[src/rtl/commit_monitor_pkg.sv]
// Shared definitions for the commit monitor: default PC width, FSM state
// encodings and the PC alignment mask.
package commit_monitor_pkg;

    localparam int unsigned DEF_PC_WIDTH = 32;
    localparam int unsigned STATE_W      = 2;
    localparam int unsigned ALIGN_W      = 2;

    // Low PC bits that must be zero for a legally aligned instruction
    localparam logic [ALIGN_W-1:0] PC_ALIGN_MASK = 2'b11;

    typedef enum logic [STATE_W-1:0] {
        ST_IDLE = 2'd0,
        ST_RUN  = 2'd1,
        ST_HALT = 2'd2
    } mon_state_e;

    function automatic logic pc_misaligned(input logic [ALIGN_W-1:0] pc_lsb);
        return (pc_lsb & PC_ALIGN_MASK) != '0;
    endfunction

endpackage

[src/rtl/commit_monitor_trace_fifo.sv]
// Registered (non fall-through) trace FIFO with extra-MSB pointers and a
// synchronous flush; the head is forced to zero whenever the FIFO is empty.
module trace_fifo #(
    parameter int unsigned DATA_W = 8,
    parameter int unsigned DEPTH  = 8
) (
    input  logic              clk,
    input  logic              rst,
    input  logic              flush_i,
    input  logic              push_i,
    input  logic              pop_i,
    input  logic [DATA_W-1:0] wdata_i,
    output logic [DATA_W-1:0] rdata_o,
    output logic              full_o,
    output logic              empty_o
);

    localparam int unsigned AW = $clog2(DEPTH);

    logic [AW:0]       r_wr_ptr;
    logic [AW:0]       r_rd_ptr;
    logic [DATA_W-1:0] r_mem [DEPTH];
    logic              w_wr;
    logic              w_rd;

    assign empty_o = (r_wr_ptr == r_rd_ptr);
    assign full_o  = (r_wr_ptr[AW] != r_rd_ptr[AW]) &&
                     (r_wr_ptr[AW-1:0] == r_rd_ptr[AW-1:0]);

    // A full FIFO still takes a write when the head leaves in the same cycle
    assign w_rd = pop_i && !empty_o && !flush_i;
    assign w_wr = push_i && (!full_o || w_rd) && !flush_i;

    always_ff @(posedge clk or negedge rst) begin
        if (!rst) begin
            r_wr_ptr <= '0;
            r_rd_ptr <= '0;
        end else if (flush_i) begin
            r_wr_ptr <= '0;
            r_rd_ptr <= '0;
        end else begin
            if (w_wr) r_wr_ptr <= r_wr_ptr + (AW+1)'(1);
            if (w_rd) r_rd_ptr <= r_rd_ptr + (AW+1)'(1);
        end
    end

    always_ff @(posedge clk) begin
        if (w_wr) r_mem[r_wr_ptr[AW-1:0]] <= wdata_i;
    end

    // Stale storage is never exposed: an empty FIFO presents all zeros
    assign rdata_o = empty_o ? '0 : r_mem[r_rd_ptr[AW-1:0]];

endmodule

[src/rtl/commit_monitor.sv]
// Retire-stream monitor: checks PC continuity and alignment of each commit,
// queues {pc, next pc, err} into a trace FIFO and keeps sticky status.
module commit_monitor #(
    parameter int unsigned PC_WIDTH  = commit_monitor_pkg::DEF_PC_WIDTH,
    parameter int unsigned DEPTH     = 8,
    parameter int unsigned CNT_WIDTH = 32
) (
    input  logic                 clk,
    input  logic                 rst,
    input  logic                 enable_i,
    input  logic                 clear_i,
    input  logic                 halt_on_err_i,
    input  logic                 commit_i,
    input  logic [PC_WIDTH-1:0]  commit_pc_i,
    input  logic [PC_WIDTH-1:0]  commit_pre_pc_i,
    output logic                 trace_valid_o,
    input  logic                 trace_ready_i,
    output logic [PC_WIDTH-1:0]  trace_pc_o,
    output logic [PC_WIDTH-1:0]  trace_npc_o,
    output logic                 trace_err_o,
    output logic [CNT_WIDTH-1:0] commit_cnt_o,
    output logic                 err_o,
    output logic [PC_WIDTH-1:0]  err_pc_o,
    output logic                 ovf_o,
    output logic [1:0]           state_o
);

    import commit_monitor_pkg::*;

    localparam int unsigned ENTRY_W = 2 * PC_WIDTH + 1;

    if (DEPTH < 2 || (DEPTH & (DEPTH - 1)) != 0) begin : g_depth_check
        $error("commit_monitor: DEPTH must be a power of two >= 2");
    end

    mon_state_e            r_state;
    mon_state_e            w_state_nxt;
    logic                  w_in_idle;
    logic                  w_in_run;

    logic                  r_pred_valid;
    logic [PC_WIDTH-1:0]   r_pred_npc;
    logic [CNT_WIDTH-1:0]  r_cnt;
    logic                  r_err;
    logic [PC_WIDTH-1:0]   r_err_pc;
    logic                  r_ovf;

    logic                  w_enter_run;
    logic                  w_cap;
    logic                  w_cont_err;
    logic                  w_align_err;
    logic                  w_err;
    logic                  w_full;
    logic                  w_empty;
    logic                  w_pop;
    logic                  w_push;
    logic                  w_drop;
    logic [ENTRY_W-1:0]    w_wdata;
    logic [ENTRY_W-1:0]    w_rdata;

    // State register
    always_ff @(posedge clk or negedge rst) begin
        if (!rst) r_state <= ST_IDLE;
        else      r_state <= w_state_nxt;
    end

    // Next state; clear wins over every other event
    always_comb begin
        w_state_nxt = r_state;
        if (clear_i) begin
            w_state_nxt = ST_IDLE;
        end else begin
            case (r_state)
                ST_IDLE: if (enable_i)                         w_state_nxt = ST_RUN;
                ST_RUN:  if (w_cap && w_err && halt_on_err_i)  w_state_nxt = ST_HALT;
                ST_HALT: w_state_nxt = ST_HALT;
                default: w_state_nxt = ST_IDLE;
            endcase
        end
    end

    // State decodes
    always_comb begin
        w_in_idle = 1'b0;
        w_in_run  = 1'b0;
        state_o   = r_state;
        case (r_state)
            ST_IDLE: w_in_idle = 1'b1;
            ST_RUN:  w_in_run  = 1'b1;
            default: ;
        endcase
    end

    assign w_enter_run = w_in_idle && enable_i && !clear_i;
    assign w_cap       = w_in_run && commit_i && !clear_i;

    assign w_cont_err  = r_pred_valid && (commit_pc_i != r_pred_npc);
    assign w_align_err = pc_misaligned(commit_pc_i[ALIGN_W-1:0]) ||
                         pc_misaligned(commit_pre_pc_i[ALIGN_W-1:0]);
    assign w_err       = w_cont_err || w_align_err;

    assign w_pop  = trace_valid_o && trace_ready_i && !clear_i;
    assign w_push = w_cap && (!w_full || w_pop);
    assign w_drop = w_cap && w_full && !w_pop;

    assign w_wdata = {commit_pc_i, commit_pre_pc_i, w_err};

    trace_fifo #(
        .DATA_W (ENTRY_W),
        .DEPTH  (DEPTH)
    ) u_trace_fifo (
        .clk     (clk),
        .rst     (rst),
        .flush_i (clear_i),
        .push_i  (w_push),
        .pop_i   (w_pop),
        .wdata_i (w_wdata),
        .rdata_o (w_rdata),
        .full_o  (w_full),
        .empty_o (w_empty)
    );

    // Predecessor tracks the CPU stream, so dropped or erroneous commits still update it
    always_ff @(posedge clk or negedge rst) begin
        if (!rst) begin
            r_pred_valid <= 1'b0;
            r_pred_npc   <= '0;
            r_cnt        <= '0;
            r_err        <= 1'b0;
            r_err_pc     <= '0;
            r_ovf        <= 1'b0;
        end else if (clear_i) begin
            r_pred_valid <= 1'b0;
            r_pred_npc   <= '0;
            r_cnt        <= '0;
            r_err        <= 1'b0;
            r_err_pc     <= '0;
            r_ovf        <= 1'b0;
        end else begin
            if (w_enter_run) begin
                r_pred_valid <= 1'b0;
            end else if (w_cap) begin
                r_pred_valid <= 1'b1;
                r_pred_npc   <= commit_pre_pc_i;
            end
            if (w_push) r_cnt <= r_cnt + CNT_WIDTH'(1);
            if (w_cap && w_err && !r_err) begin
                r_err    <= 1'b1;
                r_err_pc <= commit_pc_i;
            end
            if (w_drop) r_ovf <= 1'b1;
        end
    end

    assign trace_valid_o = !w_empty;
    assign trace_pc_o    = w_rdata[ENTRY_W-1 -: PC_WIDTH];
    assign trace_npc_o   = w_rdata[PC_WIDTH:1];
    assign trace_err_o   = w_rdata[0];
    assign commit_cnt_o  = r_cnt;
    assign err_o         = r_err;
    assign err_pc_o      = r_err_pc;
    assign ovf_o         = r_ovf;

endmodule

[config.mk]
export PLATFORM = sky130hd
export DESIGN_NAME = commit_monitor
export DESIGN_NICKNAME = d
export VERILOG_FILES = /design/src/rtl/commit_monitor_pkg.sv /design/src/rtl/commit_monitor_trace_fifo.sv /design/src/rtl/commit_monitor.sv
export SDC_FILE = /design/constraint.sdc
export NUM_CORES = 1
export LEC_CHECK = 0
export CAP_MARGIN = 0
export CELL_PAD_IN_SITES_DETAIL_PLACEMENT = 1
export CELL_PAD_IN_SITES_GLOBAL_PLACEMENT = 2
export CORE_AREA = 3 3 251 253
export CTS_BUF_LIST = sky130_fd_sc_hd__clkbuf_4 sky130_fd_sc_hd__clkbuf_8 sky130_fd_sc_hd__clkbuf_16
export DETAILED_ROUTE_END_ITERATION = 12
export DIE_AREA = 0 0 254 256
export HOLD_SLACK_MARGIN = 0.15
export PLACE_DENSITY = 0.85
export SLEW_MARGIN = 30
export SYNTH_ARGS = -nofsm -noshare
export SYNTH_HDL_FRONTEND = slang
export SYNTH_SLANG_ARGS = --single-unit
[constraint.sdc]
create_clock -name clk -period 8.1 [get_ports clk]
set_clock_uncertainty 0.15 [all_clocks]
set_input_delay 1.215 -clock clk [delete_from_list [all_inputs] [get_ports clk]]
set_output_delay 1.215 -clock clk [all_outputs]
set_load 0.1 [all_outputs]
==> metrics.txt <==
startpoint types flip-flop; synthesized area 26,000 um2; Clk network pwr share 35.9%; sequential power share 44.1%; I/O Buffers 204; starting utilization of the core area 42.5%; CTS root buf clkbuf_16; Std-Cell Rows 91; Post-CTS Hold Fix Bufs 0; pre-CTS WS 2.94 ns; CTS sink count 629; Fillers 5,779; Worst Tran Pin Value 1.03 ns; cell breakdown of the critical path buf_12 > buf_16 > mux4_2 > mux2i_1 > nor2_1 > clkdlybuf4s50_1; switch share 30.4%; Worst EP arrival 4.22 ns; Die Wd 254 um; status complete, no violations; worst-path fanout max 62; minimum clock period 5.58 ns; EDFF count, synth 520; Seq/Total Area, Yosys 70.4%; Vias per Instance 5.97; share of layout cells above drive strength 1 16.6%; YS warnings 0; VDD IR max 0.000164 V; register-to-register setup slack 4.01 ns; Post-synth top cells edfxtp_1 (520), mux4_2 (130), nand2_1 (121), nor2_1 (115), dfrtp_1 (109); most instantiated library cell after synthesis edfxtp_1; Finish-stage setup viols 0; DR WL/cell 27.6 um; final period utilization 68.9%; Placeable Area 61,300 um2; Reg-to-Reg End u_trace_fifo.r_mem[2][7]; crit end category output port; Worst Reg-to-Reg Cells 8; Antenna Nets Post-Route 0; CTS Buf Count 67; sw power 2.52 mW; post-synthesis instance total 1,556; GRT Total Usage 22.3%; Initial DRC Count 1,191; Synth Area per Inst 16.7 um2; dpl hpwl 42,700 um; area grow syn2layout 19.3%; CP required 6.73 ns; relative slew slack 31.3%; Post-Syn Nets 1,633; # resized after CTS 0; worst setup path start u_trace_fifo.r_rd_ptr[0]; initial antenna violation count 4; GRT overflow 0; total power divided by cell area 267 nW/um2; Final Slew Violations 0; critical path class flip-flop to output port; die area 65,000 um2; # DRC 0; Distinct cells, synth 50; largest net degree at the start of global routing 98; GPL Wtd Cong 0.784; final setup margin 2.52 ns; vias 15.5k; post-synth top area share 60.0%; Logic pwr share 20.0%; Die Span Y 256 um; CP max-delay cell clkdlybuf4s50_1; final hold vios 0; first-pass GRT wire length 108,000 um; latest clock arrival within the worst-skew pair 0.59 ns; Detailed Route WL 71,500 um; Int Pwr 5.76 mW; IO Pins 205; Top FF cell, synth edfxtp_1; Async S/R FF share, synth 17.3%; HP Class flip-flop to flip-flop; fin nets 1,828; Critical Path Sink trace_pc_o[15]; MaxCap Viol Count 0; TritonRoute pass-1 iters 5; Post-Route Setup TNS 0 ns; clock buffer depth 3; Fmax achieved 0.179 GHz; Worst-path clk slew 0.06 ns; ranking of synthesized cells by area edfxtp_1 (60%), mux4_2 (11%), dfrtp_1 (10%); CP max stage delay 1.00 ns; H-tree depth 3; CTS tree built; number of global-route vias before repair 16.7k; Post-CTS Setup Inserts 0; LEAKAGE 9.85 nW; RSZ-0062 raised after global routing false; Reg2Reg Launch Point state_o[1]; FF+latch count, synth 629; top cell type by total area after synthesis edfxtp_1
## layer usage
layer  wire (um)  track usage [%]  vias to the layer above
li1            -                -                     6616
met1       29600             29.9                     8169
met2       35200             36.4                      555
met3        4800             4.73                      115
met4        1810             6.94                        8
met5          58                0                        -
## state kept, by name, indices dropped and copies added, names as in the netlist
signal                 cells
u_trace_fifo.r_rd_ptr      4
r_pred_npc                32
ovf_o                      1
err_pc_o                  32
state_o                    2
err_o                      1
r_pred_valid               1
commit_cnt_o              32
u_trace_fifo.r_mem       520
u_trace_fifo.r_wr_ptr      4
## worst max-delay path: cells and delay by family, from the launching register on
family	cells	cell delay, ns
flip-flops	1	0.68
buffers and inverters	3	1.84
AND/OR/NAND/NOR	1	0.08
multiplexers	2	0.94
## cells by family (layout without fill, tap and decap cells)
kind of cell / count (synthesis) / after routing / share of synthesized area (%)
muxes: 199 / 199 / 13.9
AOI/OAI and AO/OA: 201 / 201 / 5.67
DFF: 629 / 629 / 70.4
xor gates and xnor gates: 48 / 48 / 1.61
adders and majority gates: 6 / 6 / 0.288
other: 0 / 1 / 0
buffers and inverters: 120 / 363 / 1.90
and+or+nand+nor: 353 / 353 / 6.18
## how the worst min path moves through the flow
stage	startpoint	endpoint	depth (start not counted)
CTS	commit_cnt_o[31]	commit_cnt_o[31]	1
global placement	commit_cnt_o[31]	commit_cnt_o[31]	1
floorplan	r_pred_npc[0]	r_pred_npc[0]	2
global route	commit_cnt_o[31]	commit_cnt_o[31]	1
finish	commit_cnt_o[31]	commit_cnt_o[31]	1
detailed placement	commit_cnt_o[31]	commit_cnt_o[31]	1
## placed cells by master (no fill, tap or decap), drive strengths merged, types with 31 or more instances in the layout
cell / Yosys / routed
clkbuf: 79 / 84
edfxtp: 520 / 520
clkdlybuf4s50: 0 / 199
nor3: 34 / 34
o2111ai: 32 / 32
mux2i: 67 / 67
mux4: 130 / 130
dfrtp: 109 / 109
buf: 32 / 38
o311ai: 31 / 31
nor2: 115 / 115
a21oi: 61 / 61
nand2: 121 / 121
xor2: 38 / 38
## power by group through the flow
stage | sequential (mW) | combinational, mW | clock (mW)
3_5_place_dp | 3.72 | 1.67 | 0
6_report | 3.65 | 1.66 | 2.97
5_1_grt | 3.66 | 1.74 | 3.17
3_3_place_gp | 3.71 | 1.64 | 0
4_1_cts | 3.65 | 1.68 | 3.03
2_1_floorplan | 3.90 | 0.999 | 0
## layout make-up
type,instances,area [um2],share of cell area [%]
diodes,1,2.50,0.00806
repair buffers,237,2310,7.43
inverters,9,33.8,0.109
clock inverters,33,259,0.834
well taps,790,988,3.18
clock buffers,84,1850,5.94
flip-flops and latches,629,18400,59.1
multi-input cells,807,7270,23.4
## stage by stage
step | power [mW] | instances | area (um2) | util (%) | hold slack (ns)
finish | 8.28 | 2590 | 31100 | 50.7 | 0.331
global route | 8.57 | 2589 | 31100 | 50.7 | 0.363
CTS | 8.36 | 2589 | 31100 | 50.7 | 0.339
detailed placement | 5.39 | 2472 | 29000 | 47.3 | 0.332
global placement | 5.35 | 2471 | 28900 | 47.2 | 0.322
floorplan | 4.90 | 1556 | 26000 | - | 0.366
Note: power is estimated with default switching activity, not from simulation.
==> variant 1, RTL diff (same settings) <==
Change the parameter `CNT_WIDTH` from 32 to 28.
--- a/src/rtl/commit_monitor.sv
+++ b/src/rtl/commit_monitor.sv
@@ -3,7 +3,7 @@
 module commit_monitor #(
     parameter int unsigned PC_WIDTH  = commit_monitor_pkg::DEF_PC_WIDTH,
     parameter int unsigned DEPTH     = 8,
-    parameter int unsigned CNT_WIDTH = 32
+    parameter int unsigned CNT_WIDTH = 28
 ) (
     input  logic                 clk,
     input  logic                 rst,
Interface: changed (resized commit_cnt_o); port bits go from 205 to 201. No check against the original RTL was run, so the function may have changed too.
==> variant 1 against the unedited design <==
Area after synthesis down 0.86%; critical path depth is the same; final area shrank 0.11%; setup slack worse by 0.36 ns; power up 16%; sequential cell count is 4 lower; global-route usage fell by 0.74 points; wire length decreased by 2.9%; via count down 2.5%; sequential share of layout area down 0.26 points; synthesized cell count shrank 1.4%; cell count is 0.66% lower; critical endpoint is now trace_pc_o[31].
==> variant 1: results (changes against the unedited design) <==
** Run status
- Outcome :: completed (unchanged)

** Critical path
- Flop-to-flop setup slack :: 3.78 ns (was 4.01 ns)
- Critical R2R Capture :: u_trace_fifo.r_mem[7][10] (was u_trace_fifo.r_mem[2][7])
- The path depth of the worst reg2reg path was 7 (was 8).
- Worst r2r src :: u_trace_fifo.r_rd_ptr[0] (was state_o[1])
- The timing endpoint of the critical path is trace_pc_o[31] (was trace_pc_o[15]).

** Drt
- The routed metal-1 wirelength came to 28460 um (was 29570 um).
- Met2 WL post-DR :: 34710 um (was 35240 um)
- The total number of vias was 15080 (was 15460).

** Global route
- Initial antenna violation count :: 7 (was 4)
- GRT met2 Usage :: 35.73% (was 36.44%)
- Global-route wire length before repair :: 104100 um (was 107900 um)

** Clocking
- The number of buffers created by CTS is 68 (was 67).

** Synth
- Seq/Total Area, Yosys :: 70.66% (was 70.44%)
- Top post-synthesis cells by area :: sky130_fd_sc_hd__edfxtp_1 60%, sky130_fd_sc_hd__mux4_2 11%, sky130_fd_sc_hd__dfrtp_1 10%, sky130_fd_sc_hd__mux2i_1 2.7%, sky130_fd_sc_hd__nand2_1 1.7% (was sky130_fd_sc_hd__edfxtp_1 60%, sky130_fd_sc_hd__mux4_2 11%, sky130_fd_sc_hd__dfrtp_1 10%, sky130_fd_sc_hd__mux2i_1 2.6%, sky130_fd_sc_hd__nand2_1 1.7%)
- Number of different library cells in the post-synthesis netlist :: 47 (was 50)
- The net count after synthesis was 1611 (was 1633).

** STA
- Worst Tran Pin Value :: 1.028 ns (was 1.027 ns)

** Place
- The routability-driven placement congestion ratio was 0.7959 (was 0.7839).
- The placed wire-length estimate after detailed placement is 42050 um (was 42680 um).
- Area after detailed placement :: 28690 sq um (was 28950 sq um)

** Power and ir drop
- Peak supply drop :: 0.1495 mV (was 0.1637 mV)
- Switching power share of the total :: 35.03% (was 30.43%)

** Final layout
- The total number of nets in the final design is 1806 (was 1828).
- The number of antenna repair diodes is 0 (was 1).
==> variant 1: changes by cell type after synthesis, sizes merged, moves of 6 or more <==
| cell | before | now |
|---|---|---|
| clkbuf | 79 | 70 |
| a32oi | 2 | 32 |
| a311oi | 30 | 0 |
| nor2b | 3 | 66 |
| nor3 | 34 | 6 |
| o2111ai | 32 | 2 |
| nand3 | 17 | 11 |
| nor2 | 115 | 87 |
| o21ai | 16 | 41 |
==> variant 1: cells by family (layout without fill, tap and decap cells) <==
group,Yosys count,count (layout),synth area share (%)
buffers and inverters,116,365,1.803
XOR/XNOR,50,50,1.696
multiplexers,200,200,14.06
adder cells (fa/ha/maj),6,6,0.2908
AND/OR/NAND/NOR,344,344,6.441
AO/OA/AOI/OAI,193,193,5.050
flip-flops,625,625,70.66
==> variant 1: how the worst min path moves through the flow <==
stage,slack [ns],cells past startpoint,endpoint,startpoint
6_report,0.36,2,ovf_o,ovf_o
3_5_place_dp,0.35,2,ovf_o,ovf_o
3_3_place_gp,0.33,2,ovf_o,ovf_o
2_1_floorplan,0.37,2,r_pred_npc[0],r_pred_npc[0]
4_1_cts,0.37,2,ovf_o,ovf_o
5_1_grt,0.41,2,r_pred_npc[11],r_pred_npc[11]
==> variant 1: power groups by stage <==
stage / clock, mW / sequential (mW) / combinational, mW
after detailed placement: 0 / 3.75 / 2.75
after global routing: 3.42 / 3.69 / 2.86
after CTS: 3.28 / 3.68 / 2.76
after floorplan: 0 / 3.89 / 1.90
after global placement: 0 / 3.75 / 2.72
final: 3.22 / 3.68 / 2.73
==> variant 1: final cells by class <==
class	count	area (sq um)	area share (%)
sequential	625	18250	58.83
timing repair buffer	230	2220	7.154
inverter	11	41.29	0.1331
clock buffer	83	1821	5.867
multi-input combinational	793	7181	23.14
tap	790	988.4	3.186
clock inverter	41	524.3	1.690
==> variant 2, RTL diff (same flow settings) <==
Without the edit above. Reset style: synchronous (`rst`), changed in 3 clocked blocks.
--- a/src/rtl/commit_monitor_trace_fifo.sv
+++ b/src/rtl/commit_monitor_trace_fifo.sv
@@ -31,7 +31,7 @@
     assign w_rd = pop_i && !empty_o && !flush_i;
     assign w_wr = push_i && (!full_o || w_rd) && !flush_i;
 
-    always_ff @(posedge clk or negedge rst) begin
+    always_ff @(posedge clk) begin
         if (!rst) begin
             r_wr_ptr <= '0;
             r_rd_ptr <= '0;
--- a/src/rtl/commit_monitor.sv
+++ b/src/rtl/commit_monitor.sv
@@ -59,7 +59,7 @@
     logic [ENTRY_W-1:0]    w_rdata;
 
     // State register
-    always_ff @(posedge clk or negedge rst) begin
+    always_ff @(posedge clk) begin
         if (!rst) r_state <= ST_IDLE;
         else      r_state <= w_state_nxt;
     end
@@ -121,7 +121,7 @@
     );
 
     // Predecessor tracks the CPU stream, so dropped or erroneous commits still update it
-    always_ff @(posedge clk or negedge rst) begin
+    always_ff @(posedge clk) begin
         if (!rst) begin
             r_pred_valid <= 1'b0;
             r_pred_npc   <= '0;
Check against the original RTL: differs if rst is asserted again (counterexample within 4 cycles, from zero or initial values and one cycle with rst low); with rst held inactive, the same outputs for 4 cycles.
==> variant 2 against the unedited design <==
Wire length decreased by 8.9%; final area shrank 3.5%; synthesized cell count is 8.0% lower; sequential cell count grew 3; die area unchanged; area after synthesis decreased by 4.8%; setup slack better by 0.15 ns.
Power is not compared: it rests on default switching activity, and its combinational part moved more than twofold at a synthesized area within 25%.
==> variant 2: results (changes against the unedited design) <==
** Run status
- Outcome :: completed (unchanged)

** Synth
- The number of distinct library cells after synthesis was 45 (was 50).
- Most common library cells after synthesis: 520 x sky130_fd_sc_hd__edfxtp_1, 130 x sky130_fd_sc_hd__mux4_2, 112 x sky130_fd_sc_hd__dfxtp_1 (was 520 x sky130_fd_sc_hd__edfxtp_1, 130 x sky130_fd_sc_hd__mux4_2, 121 x sky130_fd_sc_hd__nand2_1).
- The async set-reset flop share out of synthesis was 0% (was 17.33%).
- Top post-synthesis cells by area: sky130_fd_sc_hd__edfxtp_1 63%, sky130_fd_sc_hd__mux4_2 12%, sky130_fd_sc_hd__dfxtp_1 9.0%, sky130_fd_sc_hd__mux2i_1 2.7%, sky130_fd_sc_hd__nor2_1 1.6% (was sky130_fd_sc_hd__edfxtp_1 60%, sky130_fd_sc_hd__mux4_2 11%, sky130_fd_sc_hd__dfrtp_1 10%, sky130_fd_sc_hd__mux2i_1 2.6%, sky130_fd_sc_hd__nand2_1 1.7%).
- Seq/Total Area, Yosys :: 72.06% (was 70.44%)
- The net count after synthesis was 1509 (was 1633).

** Global route
- The aggregate global-route resource usage was 20.31% (was 22.25%).
- Pin count of the biggest net entering global routing :: 81 (was 98)
- Initial antenna violation count :: 1 (was 4)
- The global-route wire length before repair was 97600 um (was 107900 um).

** Place
- The instance area at placement was 27760 sq um (was 28950 sq um).
- The post-placement setup slack is 3.159 ns (was 2.940 ns).
- Half-perimeter wire length of the detailed placement result :: 39050 um (was 42680 um)
- GP Congestion :: 0.7859 (was 0.7839)

** Critical path
- The maximum fanout count along the critical path is 80 (was 62).
- The critical path arrival came to 4.07 ns (was 4.22 ns).

** STA
- The pin slew with the least headroom to its limit was 1.045 ns (was 1.027 ns).

** Final layout
- Antenna cell count :: 0 (was 1)
- Final-stage net count :: 1727 (was 1828)
- Fill cells :: 5763 (was 5779)
- Share of cells above drive strength 1 :: 18.46% (was 16.56%)

** Drt
- The wire length per cell after detailed routing is 26.14 um (was 27.60 um).
- The total number of vias was 13770 (was 15460).
- Starting DRC count in detailed routing :: 1034 (was 1191)
## variant 2: final timing paths
path | from | end | slack (ns) | depth (start not counted)
worst max register to register | u_trace_fifo.r_wr_ptr[1] | u_trace_fifo.r_mem[7][63] | 4.85 | 8
worst max-delay path | flop | trace_pc_o[2] | 2.67 | 5
worst min register to register | err_pc_o[25] | err_pc_o[25] | 0.31 | 2
worst min-delay path | err_pc_o[25] | err_pc_o[25] | 0.31 | 2
## variant 2: layout make-up
| type | instances | area, sq um | area share [%] |
|---|---|---|---|
| flip-flops and latches | 632 | 17870 | 59.62 |
| multi-input cells | 703 | 6615 | 22.07 |
| repair buffers | 236 | 2266 | 7.560 |
| clock buffers | 93 | 1938 | 6.466 |
| well taps | 790 | 988.4 | 3.298 |
| clock inverters | 27 | 259.0 | 0.8641 |
| inverters | 10 | 37.54 | 0.1252 |
## variant 2: per-stage QoR
stage               std cells  hold WS, ns  total power [mW]
global route             2491       0.3287             6.975
floorplan                1432       0.2978             3.667
CTS                      2490       0.3147             6.828
global placement         2370       0.3011             3.776
detailed placement       2370       0.3066             3.783
finish                   2491       0.3144             6.760
## variant 2: layer usage
metal / routed length (um) / global-route usage (%) / vias up
met5: 13 / 0 / -
met4: 1205 / 5.894 / 2
met3: 3853 / 4.329 / 61
met2: 32150 / 33.31 / 394
met1: 27890 / 27.40 / 7291
li1: - / - / 6020
## variant 2: power by group through the flow
stage / sequential (mW) / combinational, mW / clock (mW)
detailed placement: 3.59 / 0.191 / 0
global placement: 3.59 / 0.184 / 0
global route: 3.52 / 0.202 / 3.25
floorplan: 3.60 / 0.0638 / 0
CTS: 3.52 / 0.191 / 3.11
finish: 3.52 / 0.189 / 3.05
## variant 2: cell families after synthesis
kind of cell	synth area share, %
flops	72.06
buf+inv	1.601
simple gates	6.175
mux	14.56
fa+ha+maj	0.3029
compound gates	2.964
xor+xnor	2.333
## variant 2: critical path: cells and delay by family, from the launching register on
kind                   cells  cell delay (ns)
flip-flops                 1             0.80
AND/OR/NAND/NOR            1             0.08
buffers and inverters      2             1.56
multiplexers               2             0.90
